`src/rtl/aes_pkg.sv`:
```
// Shared AES datapath definitions: block width and the buffered entry layout.
package aes_pkg;

  localparam int unsigned AES_BLK_W = 128;

  // One buffered AES work item: payload fields plus the end-of-message flag.
  typedef struct packed {
    logic [AES_BLK_W-1:0] plain_text;
    logic [AES_BLK_W-1:0] aad;
    logic [AES_BLK_W-1:0] instance_size;
    logic                 last;
  } aes_entry_t;

endpackage : aes_pkg

```
`src/rtl/aes_pipe_buffer_if.sv`:
```
// Valid/ready bus for aes_pipe_buffer.
//   slave  : the buffer side (takes i_* from upstream/downstream, drives o_*)
//   master : the environment side (drives i_*, observes o_*)
// Upstream: i_valid/o_ready, i_plain_text/i_aad/i_instance_size/i_last.
// Downstream: o_valid/i_ready, o_plain_text/o_aad/o_instance_size/o_last.
// Control/status: i_flush, o_count, o_full, o_empty.
interface aes_pipe_buffer_if
  import aes_pkg::*;
#(
  parameter int unsigned DATA_W = AES_BLK_W,
  parameter int unsigned DEPTH  = 4
);

  localparam int unsigned CNT_W = $clog2(DEPTH + 1);

  logic              i_valid;
  logic              o_ready;
  logic [DATA_W-1:0] i_plain_text;
  logic [DATA_W-1:0] i_aad;
  logic [DATA_W-1:0] i_instance_size;
  logic              i_last;
  logic              i_flush;

  logic              o_valid;
  logic              i_ready;
  logic [DATA_W-1:0] o_plain_text;
  logic [DATA_W-1:0] o_aad;
  logic [DATA_W-1:0] o_instance_size;
  logic              o_last;

  logic [CNT_W-1:0]  o_count;
  logic              o_full;
  logic              o_empty;

  modport slave (
    input  i_valid, i_plain_text, i_aad, i_instance_size, i_last, i_flush, i_ready,
    output o_ready, o_valid, o_plain_text, o_aad, o_instance_size, o_last,
           o_count, o_full, o_empty
  );

  modport master (
    output i_valid, i_plain_text, i_aad, i_instance_size, i_last, i_flush, i_ready,
    input  o_ready, o_valid, o_plain_text, o_aad, o_instance_size, o_last,
           o_count, o_full, o_empty
  );

endinterface : aes_pipe_buffer_if

```
`src/rtl/aes_wrap_ptr.sv`:
```
// Modulo-DEPTH pointer with synchronous clear and increment.
// Ports: clk, rst_n (async active-low), clear_i (to 0, wins over inc_i),
//        inc_i (advance by one, wrapping), ptr_o (registered pointer).
module aes_wrap_ptr #(
  parameter int unsigned DEPTH = 4
) (
  input  logic                     clk,
  input  logic                     rst_n,
  input  logic                     clear_i,
  input  logic                     inc_i,
  output logic [$clog2(DEPTH)-1:0] ptr_o
);

  localparam int unsigned PTR_W = $clog2(DEPTH);

  logic [PTR_W-1:0] ptr_q;
  logic [PTR_W-1:0] ptr_d;

  // DEPTH is a power of two, so plain binary overflow is the modulo wrap.
  always_comb begin
    ptr_d = ptr_q;
    if (clear_i) begin
      ptr_d = '0;
    end else if (inc_i) begin
      ptr_d = ptr_q + PTR_W'(1);
    end
  end

  always_ff @(posedge clk or negedge rst_n) begin
    if (!rst_n) begin
      ptr_q <= '0;
    end else begin
      ptr_q <= ptr_d;
    end
  end

  assign ptr_o = ptr_q;

endmodule : aes_wrap_ptr

```
`src/rtl/aes_pipe_buffer.sv`:
```
// DEPTH-entry FIFO for AES work items (plain_text, aad, instance_size, last).
// Ports: clk, rst_n (async active-low), bus (aes_pipe_buffer_if slave).
// Head entry is shown combinationally from storage, giving one-cycle latency
// from push to o_valid. Flush has priority over push and pop.
module aes_pipe_buffer
  import aes_pkg::*;
#(
  parameter int unsigned DATA_W = AES_BLK_W,
  parameter int unsigned DEPTH  = 4
) (
  input  logic            clk,
  input  logic            rst_n,
  aes_pipe_buffer_if.slave bus
);

  localparam int unsigned PTR_W = $clog2(DEPTH);
  localparam int unsigned CNT_W = $clog2(DEPTH + 1);

  // Same layout as aes_entry_t, sized by DATA_W.
  typedef struct packed {
    logic [DATA_W-1:0] plain_text;
    logic [DATA_W-1:0] aad;
    logic [DATA_W-1:0] instance_size;
    logic              last;
  } entry_t;

  entry_t           mem_q [DEPTH];
  entry_t           head_c;
  logic [PTR_W-1:0] rd_ptr;
  logic [PTR_W-1:0] wr_ptr;
  logic [CNT_W-1:0] count_q;
  logic [CNT_W-1:0] count_d;
  logic             full_c;
  logic             empty_c;
  logic             push_c;
  logic             pop_c;

  // Status from registered occupancy only.
  assign full_c  = (count_q == CNT_W'(DEPTH));
  assign empty_c = (count_q == '0);

  // Handshakes, both suppressed during a flush.
  assign push_c = bus.i_valid && !full_c && !bus.i_flush;
  assign pop_c  = !empty_c && bus.i_ready && !bus.i_flush;

  // Occupancy next state.
  always_comb begin
    count_d = count_q;
    if (bus.i_flush) begin
      count_d = '0;
    end else if (push_c && !pop_c) begin
      count_d = count_q + CNT_W'(1);
    end else if (pop_c && !push_c) begin
      count_d = count_q - CNT_W'(1);
    end
  end

  always_ff @(posedge clk or negedge rst_n) begin
    if (!rst_n) begin
      count_q <= '0;
    end else begin
      count_q <= count_d;
    end
  end

  // Storage is not reset; occupancy alone decides what is valid.
  always_ff @(posedge clk) begin
    if (push_c) begin
      mem_q[wr_ptr].plain_text    <= bus.i_plain_text;
      mem_q[wr_ptr].aad           <= bus.i_aad;
      mem_q[wr_ptr].instance_size <= bus.i_instance_size;
      mem_q[wr_ptr].last          <= bus.i_last;
    end
  end

  aes_wrap_ptr #(.DEPTH(DEPTH)) u_rd_ptr (
    .clk     (clk),
    .rst_n   (rst_n),
    .clear_i (bus.i_flush),
    .inc_i   (pop_c),
    .ptr_o   (rd_ptr)
  );

  aes_wrap_ptr #(.DEPTH(DEPTH)) u_wr_ptr (
    .clk     (clk),
    .rst_n   (rst_n),
    .clear_i (bus.i_flush),
    .inc_i   (push_c),
    .ptr_o   (wr_ptr)
  );

  assign head_c = mem_q[rd_ptr];

  assign bus.o_ready         = !full_c;
  assign bus.o_valid         = !empty_c;
  assign bus.o_full          = full_c;
  assign bus.o_empty         = empty_c;
  assign bus.o_count         = count_q;
  assign bus.o_plain_text    = head_c.plain_text;
  assign bus.o_aad           = head_c.aad;
  assign bus.o_instance_size = head_c.instance_size;
  // Gated so it reads 0 whenever nothing is stored, including under reset.
  assign bus.o_last          = head_c.last && !empty_c;

endmodule : aes_pipe_buffer
```
`src/flat_wrapper.sv`:
```
// flat-port wrapper written by rule: the top's interface ports become plain ports
module aes_pipe_buffer_flat import aes_pkg::*;
#(
  parameter int unsigned DATA_W = AES_BLK_W,
  parameter int unsigned DEPTH  = 4
)
  (clk, rst_n, bus_i_valid, bus_i_plain_text, bus_i_aad, bus_i_instance_size, bus_i_last, bus_i_flush, bus_i_ready, bus_o_ready, bus_o_valid, bus_o_plain_text, bus_o_aad, bus_o_instance_size, bus_o_last, bus_o_count, bus_o_full, bus_o_empty);
  aes_pipe_buffer_if #(.DATA_W(DATA_W), .DEPTH(DEPTH)) bus_i ();
  input  logic clk;
  input  logic rst_n;
  input wire logic [$bits(bus_i.i_valid)-1:0] bus_i_valid;
  input wire logic [$bits(bus_i.i_plain_text)-1:0] bus_i_plain_text;
  input wire logic [$bits(bus_i.i_aad)-1:0] bus_i_aad;
  input wire logic [$bits(bus_i.i_instance_size)-1:0] bus_i_instance_size;
  input wire logic [$bits(bus_i.i_last)-1:0] bus_i_last;
  input wire logic [$bits(bus_i.i_flush)-1:0] bus_i_flush;
  input wire logic [$bits(bus_i.i_ready)-1:0] bus_i_ready;
  output wire logic [$bits(bus_i.o_ready)-1:0] bus_o_ready;
  output wire logic [$bits(bus_i.o_valid)-1:0] bus_o_valid;
  output wire logic [$bits(bus_i.o_plain_text)-1:0] bus_o_plain_text;
  output wire logic [$bits(bus_i.o_aad)-1:0] bus_o_aad;
  output wire logic [$bits(bus_i.o_instance_size)-1:0] bus_o_instance_size;
  output wire logic [$bits(bus_i.o_last)-1:0] bus_o_last;
  output wire logic [$bits(bus_i.o_count)-1:0] bus_o_count;
  output wire logic [$bits(bus_i.o_full)-1:0] bus_o_full;
  output wire logic [$bits(bus_i.o_empty)-1:0] bus_o_empty;
  assign bus_i.i_valid = bus_i_valid;
  assign bus_i.i_plain_text = bus_i_plain_text;
  assign bus_i.i_aad = bus_i_aad;
  assign bus_i.i_instance_size = bus_i_instance_size;
  assign bus_i.i_last = bus_i_last;
  assign bus_i.i_flush = bus_i_flush;
  assign bus_i.i_ready = bus_i_ready;
  assign bus_o_ready = bus_i.o_ready;
  assign bus_o_valid = bus_i.o_valid;
  assign bus_o_plain_text = bus_i.o_plain_text;
  assign bus_o_aad = bus_i.o_aad;
  assign bus_o_instance_size = bus_i.o_instance_size;
  assign bus_o_last = bus_i.o_last;
  assign bus_o_count = bus_i.o_count;
  assign bus_o_full = bus_i.o_full;
  assign bus_o_empty = bus_i.o_empty;
  aes_pipe_buffer #(.DATA_W(DATA_W), .DEPTH(DEPTH)) u_core (.clk(clk), .rst_n(rst_n), .bus(bus_i));
endmodule
```
`config.mk`:
```
export PLATFORM = sky130hd
export DESIGN_NAME = aes_pipe_buffer_flat
export DESIGN_NICKNAME = d
export VERILOG_FILES = /design/src/rtl/aes_pkg.sv /design/src/rtl/aes_pipe_buffer_if.sv /design/src/rtl/aes_wrap_ptr.sv /design/src/rtl/aes_pipe_buffer.sv /design/src/flat_wrapper.sv
export SDC_FILE = /design/constraint.sdc
export NUM_CORES = 1
export LEC_CHECK = 0
export CAP_MARGIN = 20
export CORE_ASPECT_RATIO = 1.5
export CORE_MARGIN = 5
export CORE_UTILIZATION = 51
export CTS_BUF_LIST = sky130_fd_sc_hd__clkbuf_2
export DETAILED_ROUTE_END_ITERATION = 8
export GPL_TIMING_DRIVEN = 0
export HOLD_SLACK_MARGIN = 0.12
export PLACE_DENSITY = 0.76
export SKIP_CTS_REPAIR_TIMING = 1
export SLEW_MARGIN = 0
export SYNTH_ARGS = -nofsm -noshare
export SYNTH_HDL_FRONTEND = slang
export SYNTH_SLANG_ARGS = --single-unit
```
`constraint.sdc`:
```
create_clock -name clk -period 9.8 [get_ports clk]
set_input_delay 2.94 -clock clk [delete_from_list [all_inputs] [get_ports clk]]
set_output_delay 2.94 -clock clk [all_outputs]
set_load 0.02 [all_outputs]
```
## Word level (Yosys, flattened, before mapping)

Memories as Yosys holds them, arrays and structs flattened.
Cells that the tools add are included.

- Bits in registers: 7
- Memory bits (writable): 1,540
- Logic and storage cells: 34
- Memories kept: 1

- Add/sub/neg operators: 4
- Equality and inequality tests: 1
- Multiplexer cells: 9
- Reduce and logical (&&, ||, !) cells: 16

Memory list:

| memory | depth | bits a word | read ports | clocked after memory_dff | wr ports | RTL line | RTL |
|---|---|---|---|---|---|---|---|
| u_core.mem_q | 4 | 385 | 1 | 0 | 1 | aes_pipe_buffer.sv:27 | `entry_t mem_q [DEPTH];` |

Operators with widths:

| kind | count |
|---|---|
| $mux 3 | 3 |
| $mux 2 | 4 |
| $logic_and 1x1->1 | 7 |
| $logic_not 1->1 | 5 |
| $add 2x1->2 const B | 2 |
| $reduce_bool 2->1 | 2 |
| $add 3x1->3 const B | 1 |
| $eq 3x3->1 const B | 1 |
| $logic_not 3->1 | 1 |
| $reduce_bool 3->1 | 1 |
| $sub 3x1->3 const B | 1 |
| $mux 1 | 2 |

## Depth between registers and ports, before layout

Gate-level depths: netlist of the first run.

- Word-level depth: 9
- Gate-level depth with buffers: 7

## By module

Synthesis of the first run repeated with hierarchy kept, for this count alone.

- Cells, all modules: 2,066
- Area, all modules: 56,102.6 um^2

By module, submodules not included:

| module | times used | cells an instance | area an instance (um^2) | seq. area each (um^2) |
|---|---|---|---|---|
| aes_pipe_buffer | 1 | 2,052 | 55,924.9 | 46,319.4 |
| aes_wrap_ptr | 2 | 7 | 88.8 | 50.0 |

## Worst setup path after synthesis of the first run

Ideal clock, no wire load.

- Path kind: input -> register
- Start point: in bus_i_valid
- End point: mem u_core.mem_q[0][0] in the netlist's numbering (enable)
- Library setup time: 0.798 ns
- Arrival: 12.170 ns
- Required time: 9.002 ns
- Slack: -3.167 ns
- Cell stages on the path: 4
- Path buffers: 1
- Cells stage by stage: buf_2 > inv_1 > nor3_1 > and2_1

- Cells in the longest elaborated chain, start to end: 4

RTL lines:

| element | RTL line | RTL |
|---|---|---|
| start: declaration | flat_wrapper.sv:11 | `input wire logic [$bits(bus_i.i_valid)-1:0] bus_i_valid;` |
| $logic_and 1x1->1 (2 in a row) | aes_pipe_buffer.sv:43 | `assign push_c = bus.i_valid && !full_c && !bus.i_flush;` |
| $mux 1 | aes_pipe_buffer.sv:68 | `if (push_c) begin` |
| $mux 1 (implied by the code) | aes_pipe_buffer.sv:72 | `mem_q[wr_ptr].last <= bus.i_last;` |
| end: declaration | aes_pipe_buffer.sv:27 |  |

Every way passes these cells.

## Worst setup path after layout of the first run

- Start point: reg u_core.u_rd_ptr.ptr_q[1] (netlist: u_core.u_rd_ptr.ptr_o[1])
- End point: out bus_o_instance_size[113]

- Cells in the longest elaborated chain, start to end: 1

RTL lines:

| element | RTL line | RTL |
|---|---|---|
| start: declaration | aes_wrap_ptr.sv:16 | `logic [PTR_W-1:0] ptr_q;` |
| start signal: assignment | aes_wrap_ptr.sv:33 | `ptr_q <= ptr_d;` |
| $mem_v2 4x385 | - |  |
| end: declaration | flat_wrapper.sv:22 | `output wire logic [$bits(bus_i.o_instance_size)-1:0] bus_o_instance_size;` |

Every way passes these cells.

==> metrics.cfg, run 1 <==
[run_status]
status = completed

[sta]
slew_viol_final = 0
setup_viol = 0
period_share_pct = 76.4
tightest_slew_ns = 0.990
slew_headroom_pct = 34.0
hold_ws_ns = 0.635
skew_ns = 0.186
rsz0062_at_grt = false
finalWorstPathRequiredPeriod_ns = 7.49
timing.fmax_mhz = 133
finalHoldViolations = 0

[routing]
wl_um = 132000
antenna_left = 0
drc = 0
drt_iter0_markers = 2121
num_vias = 27200
wl_per_cell_um = 26.7
drt-pass1-iter-count = 7
vias_per_cell = 5.52

[critical_path]
crit_type = flip-flop to output pin
startpoint_type = flip-flop
cp_slowest_cell = clkbuf_1
cp_data_required_time_ns = 6.86
crit_top_cell = buf_2
end_kind = output pin
slowest_delay_ns = 0.76
crit_buf_inv = 4
crit_family = buffers and inverters
worstPathArrival_ns = 4.55
startpoint = u_core.u_rd_ptr.ptr_o[1]$_DFFE_PN0P_
path_cells = buf_2 > clkbuf_1 > buf_2 > mux4_2 > clkdlybuf4s50_1
cp_max_fo = 10
r2r-start = u_core.bus.o_count[2]$_DFFE_PN0P_

[logic_synthesis]
synth_edf_count = 1540
netlist-cell-type-count = 32
syn_inst = 2074
ys_top_cells_by_count = 1540 x edfxtp_1, 385 x mux4_2, 42 x buf_2
syn_area_per_cell_um2 = 27.1
yosys_warnings = 0
ys_seq_elements = 1547
yosysTopAreaCell = edfxtp_1
ys.flop_type = edfxtp_1
yosysMostFrequentCell = edfxtp_1
yosysSeqAreaShare_pct = 82.7
yosysTopAreaCellShare_pct = 82.4
syn-cell-area_um2 = 56100
synth_nets = 2469
ys_async_sr_fraction_pct = 0.452
synthTopCellsByArea = edfxtp_1 82%, mux4_2 15%, buf_6 0.74%, buf_2 0.37%, dfrtp_1 0.31%

[cells_and_area]
drive_gt1_share_pct = 29.1
layout.nets = 3628
final_cell_area_um2 = 69400
area_growth_pct = 23.7

[power]
peakVddDrop_v = 0.000182
power_density_nw_per_um2 = 231
power.leakage_nw = 22.3

[grt]
grt_start_max_net_pins = 62
grt_pass1_vias = 29800
grt-ovfl-total = 0
grt_usage_pct = 22.4
antenna_found_initial = 49
grt_first_pass_wirelength_um = 192000

[clocking]
clock_tree.buffer_depth = 4
cts_buffers = 349
htree_levels = 5
clk_pin_slew_ns = 0.12
clock-sinks = 1547
cts_tree = done
cts_root_buffer = clkbuf_2
insertion_delay_ns = 1.61

[placed_design]
place_area_um2 = 66500
io_buffers = 779
hpwl_um = 90600
finalWeightedCongestion = 0.815

[floorplanning]
core_um2 = 110000
ios = 782
die-area_um2 = 117000
num_rows = 149
die-width_um = 281
die_height_um = 416
start_util_pct = 51.2

[worst_hold_path]
hp-class = flip-flop to flip-flop
hp-start = u_core.u_wr_ptr.ptr_o[1]$_DFFE_PN0P_

[flow_run]
cap_viol_max_count = 0

-- metrics by stage --
| step | setup WS [ns] | instances | power [W] | utilization [%] | setup TNS, ns |
|---|---|---|---|---|---|
| after floorplan | 1.17 | 2074 | 0.0105 | - | 0 |
| after global placement | -2.52 | 4287 | 0.0126 | 59.9 | -3803.07 |
| after detailed placement | 3.40 | 4316 | 0.0126 | 60.7 | 0 |
| after CTS | 1.83 | 4901 | 0.0163 | 63.3 | 0 |
| after global routing | 1.80 | 4925 | 0.0168 | 63.3 | 0 |
| final | 2.31 | 4935 | 0.0160 | 63.3 | 0 |
-- sequential cells by signal (all words and copies together) (netlist names) --
signal	cells
u_core.u_wr_ptr.ptr_o	2
u_core.bus.o_count	3
u_core.u_rd_ptr.ptr_o	2
u_core.mem_q	1540
-- final cells by class --
type	instances	area, µm²
antenna	34	85.1
buffer	89	669
clock buffer	474	2370
clock inverter	111	477
fill	7222	40200
inverter	8	30.0
multi-input combinational	430	9000
sequential	1547	46400
tap	1434	1790
timing repair buffer	808	8580
-- per-layer routing --
layer | share of wire (%) | up-vias | GRT usage (%)
met3 | 11 | 311 | 9.77
met1 | 34 | 14000 | 25.6
met4 | 4.5 | 28 | 10.4
met5 | 0.14 | - | 0
li1 | - | 11600 | -
met2 | 51 | 1248 | 36.7
-- power by group --
group | switching (W) | internal, W
Clock | 0.00233 | 0.00133
Combinational | 0.00240 | 0.00229
Sequential | 0.0000746 | 0.00760
-- path summary, 6_finish.rpt --
| path | slack, ns | end | cells past startpoint |
|---|---|---|---|
| worst max-delay path | 2.31 | bus_o_instance_size[113] | 5 |
| worst min-delay path | 0.63 | u_core.u_wr_ptr.ptr_o[1]$_DFFE_PN0P_ | 2 |
| worst max register to register | 5.93 | u_core.mem_q[3][150]$_DFFE_PP_ | 8 |
| worst min register to register | 0.63 | u_core.u_wr_ptr.ptr_o[1]$_DFFE_PN0P_ | 2 |
| max in group asynchronous | 7.84 | u_core.u_wr_ptr.ptr_o[1]$_DFFE_PN0P_ | 1 |
| min in group asynchronous | 1.60 | u_core.bus.o_count[2]$_DFFE_PN0P_ | 1 |
-- cells by family after synthesis --
logic type,Yosys count,synth area share [%]
xor gates and xnor gates,2,0.0312
DFF,1547,82.7
buffers and inverters,97,1.25
and+or+nand+nor,23,0.212
adders and majority gates,5,0.125
AOI/OAI and AO/OA,12,0.141
muxes,388,15.5
-- tightest hold or removal path, stage by stage, from the launching register on --
cell and delay [ns]:
dfrtp_1 0.44, o21ai_0 0.10, a21oi_1 0.07
-- layout by cell type, fill, tap and decap left out, types with 2 or more instances in the layout --
cell,n
a21oi_1,2
and2_4,4
buf_16,28
buf_2,42
buf_6,37
clkbuf_1,8
clkbuf_2,475
clkdlybuf4s50_1,779
clkinv_1,78
clkinv_2,23
dfrtp_1,7
diode_2,34
edfxtp_1,1540
ha_1,4
inv_1,8
inv_2,8
mux2_2,2
mux4_2,385
nand3_1,2
nor2_1,9
nor2b_1,2
o21ai_0,4
xor2_1,2
Note: power is estimated with default switching activity, not from simulation.
==> inputs of run 2 (changes only) <==
==> constraint.sdc (replaced) <==
create_clock -name clk -period 6.7 [get_ports clk]
set_input_delay 2.01 -clock clk [delete_from_list [all_inputs] [get_ports clk]]
set_output_delay 2.01 -clock clk [all_outputs]
set_load 0.02 [all_outputs]
==> metrics.cfg, run 2 (synthesis gave the netlist of run 1 again) <==
[sta]
finalWorstPathRequiredPeriod_ns = 6.16
slew_viol_final = 0
skew_ns = 0.185
finalHoldViolations = 0
timing.fmax_mhz = 162
slew_headroom_pct = 36.7
tightest_slew_ns = 0.949
rsz0062_at_grt = false
period_share_pct = 91.9
setup_viol = 0

[cells_and_area]
layout.nets = 3628
drive_gt1_share_pct = 29.1
final_cell_mix = 1540 x edfxtp_1, 779 x clkdlybuf4s50_1, 477 x clkbuf_2, 385 x mux4_2, 78 x clkinv_1
fin_util_pct = 63.3
stdcell_count = 4936
area_growth_pct = 23.8
largest_register_ffs = 1540
final_cell_area_um2 = 69400
regMostFlops = u_core.mem_q
final_common_cell = edfxtp_1

[clocking]
clk_pin_slew_ns = 0.12
cts_buffers = 349
clock-sinks = 1547
htree_levels = 5
insertion_delay_ns = 1.57
cts_tree = done
clock_tree.buffer_depth = 4
cts_root_buffer = clkbuf_2

[placed_design]
io_buffers = 779
place_area_um2 = 66500
placedCellCount = 4316
hpwl_um = 90600
finalWeightedCongestion = 0.815

[grt]
grt_usage_pct = 22.4
grt_first_pass_wirelength_um = 192000
grt_start_max_net_pins = 62
grt_pass1_vias = 29800
grt-ovfl-total = 0
antenna_found_initial = 49

[routing]
drc = 0
wl_per_cell_um = 26.7
wl_um = 132000
drt-pass1-iter-count = 5
num_vias = 27300
antenna_left = 0
vias_per_cell = 5.53
drt_iter0_markers = 2089

[floorplanning]
ios = 782
die-area_um2 = 117000
core_um2 = 110000
start_util_pct = 51.2
num_rows = 149
die-width_um = 281
die_height_um = 416

[critical_path]
worstPathArrival_ns = 4.15
startpoint_type = flip-flop
crit_type = flip-flop to output pin
cp_max_fo = 10
end_kind = output pin
cp_data_required_time_ns = 4.69
r2r_slack_ns = 2.82

[run_status]
status = completed

[flow_run]
cap_viol_max_count = 0

[power]
power_density_nw_per_um2 = 338
power.leakage_nw = 22.3
peakVddDrop_v = 0.000264

[worst_hold_path]
hp-class = flip-flop to flip-flop

-- run 2: changes by cell type in the layout (fill, tap and decap cells not counted) --
| cell | delta |
|---|---|
| clkbuf_1 | -2 |
| clkbuf_2 | +2 |
| diode_2 | +1 |
-- run 2: worst paths after layout --
check                                                      from                                   end  cells after the start
max reg2reg                   u_core.bus.o_count[0]$_DFFE_PN0P_        u_core.mem_q[3][150]$_DFFE_PP_                      8
min reg2reg                u_core.u_wr_ptr.ptr_o[1]$_DFFE_PN0P_  u_core.u_wr_ptr.ptr_o[1]$_DFFE_PN0P_                      2
max in group asynchronous                                 rst_n  u_core.u_wr_ptr.ptr_o[1]$_DFFE_PN0P_                      1
max                        u_core.u_rd_ptr.ptr_o[1]$_DFFE_PN0P_              bus_o_instance_size[113]                      5
min                        u_core.u_wr_ptr.ptr_o[1]$_DFFE_PN0P_  u_core.u_wr_ptr.ptr_o[1]$_DFFE_PN0P_                      2
min in group asynchronous                                 rst_n     u_core.bus.o_count[1]$_DFFE_PN0P_                      1
-- run 2: per-layer routing --
| metal | share of wire (%) | GRT usage, % | wire length, µm |
|---|---|---|---|
| met5 | 0.14 | 0 | 182 |
| met4 | 4.0 | 10.4 | 5300 |
| met3 | 11 | 9.77 | 14300 |
| met2 | 51 | 36.7 | 67300 |
| met1 | 34 | 25.6 | 44500 |
-- run 2: critical path, cell delays in order, from the launching register on --
cell,delay [ns]
dfrtp_1,0.33
buf_2,0.30
clkbuf_2,0.45
buf_2,0.43
mux4_2,0.37
clkdlybuf4s50_1,0.68
-- run 2: final cells by class --
cell class                      count  area, µm²
Timing Repair Buffer              808       8580
Clock inverter                    111        477
Inverter                            8       30.0
Buffer                             89        672
Sequential cell                  1547      46400
Tap cell                         1434       1790
Multi-Input combinational cell    430       9000
Fill cell                        7220      40200
Antenna cell                       35       87.6
Clock buffer                      474       2370
-- run 2: metrics by stage --
step / TNS (ns) / power, W / hold WS [ns] / worst slack, ns
after global routing: 0 / 0.0246 / 0.430 / 0.0869
after detailed placement: 0 / 0.0184 / 0.611 / 1.23
after CTS: -26.90 / 0.0238 / 0.342 / -0.340
after global placement: -7144.87 / 0.0184 / 0.593 / -4.69
final: 0 / 0.0235 / 0.637 / 0.540
after floorplan: -1539.27 / 0.0153 / 0.557 / -1.00
-- run 2: power by group --
part / leakage, nW / switching, W / internal (W)
clock: 2.23 / 0.00341 / 0.00195
sequential: 14.1 / 0.000110 / 0.0111
combinational: 6.03 / 0.00352 / 0.00335
total: 22.3 / 0.00704 / 0.0164
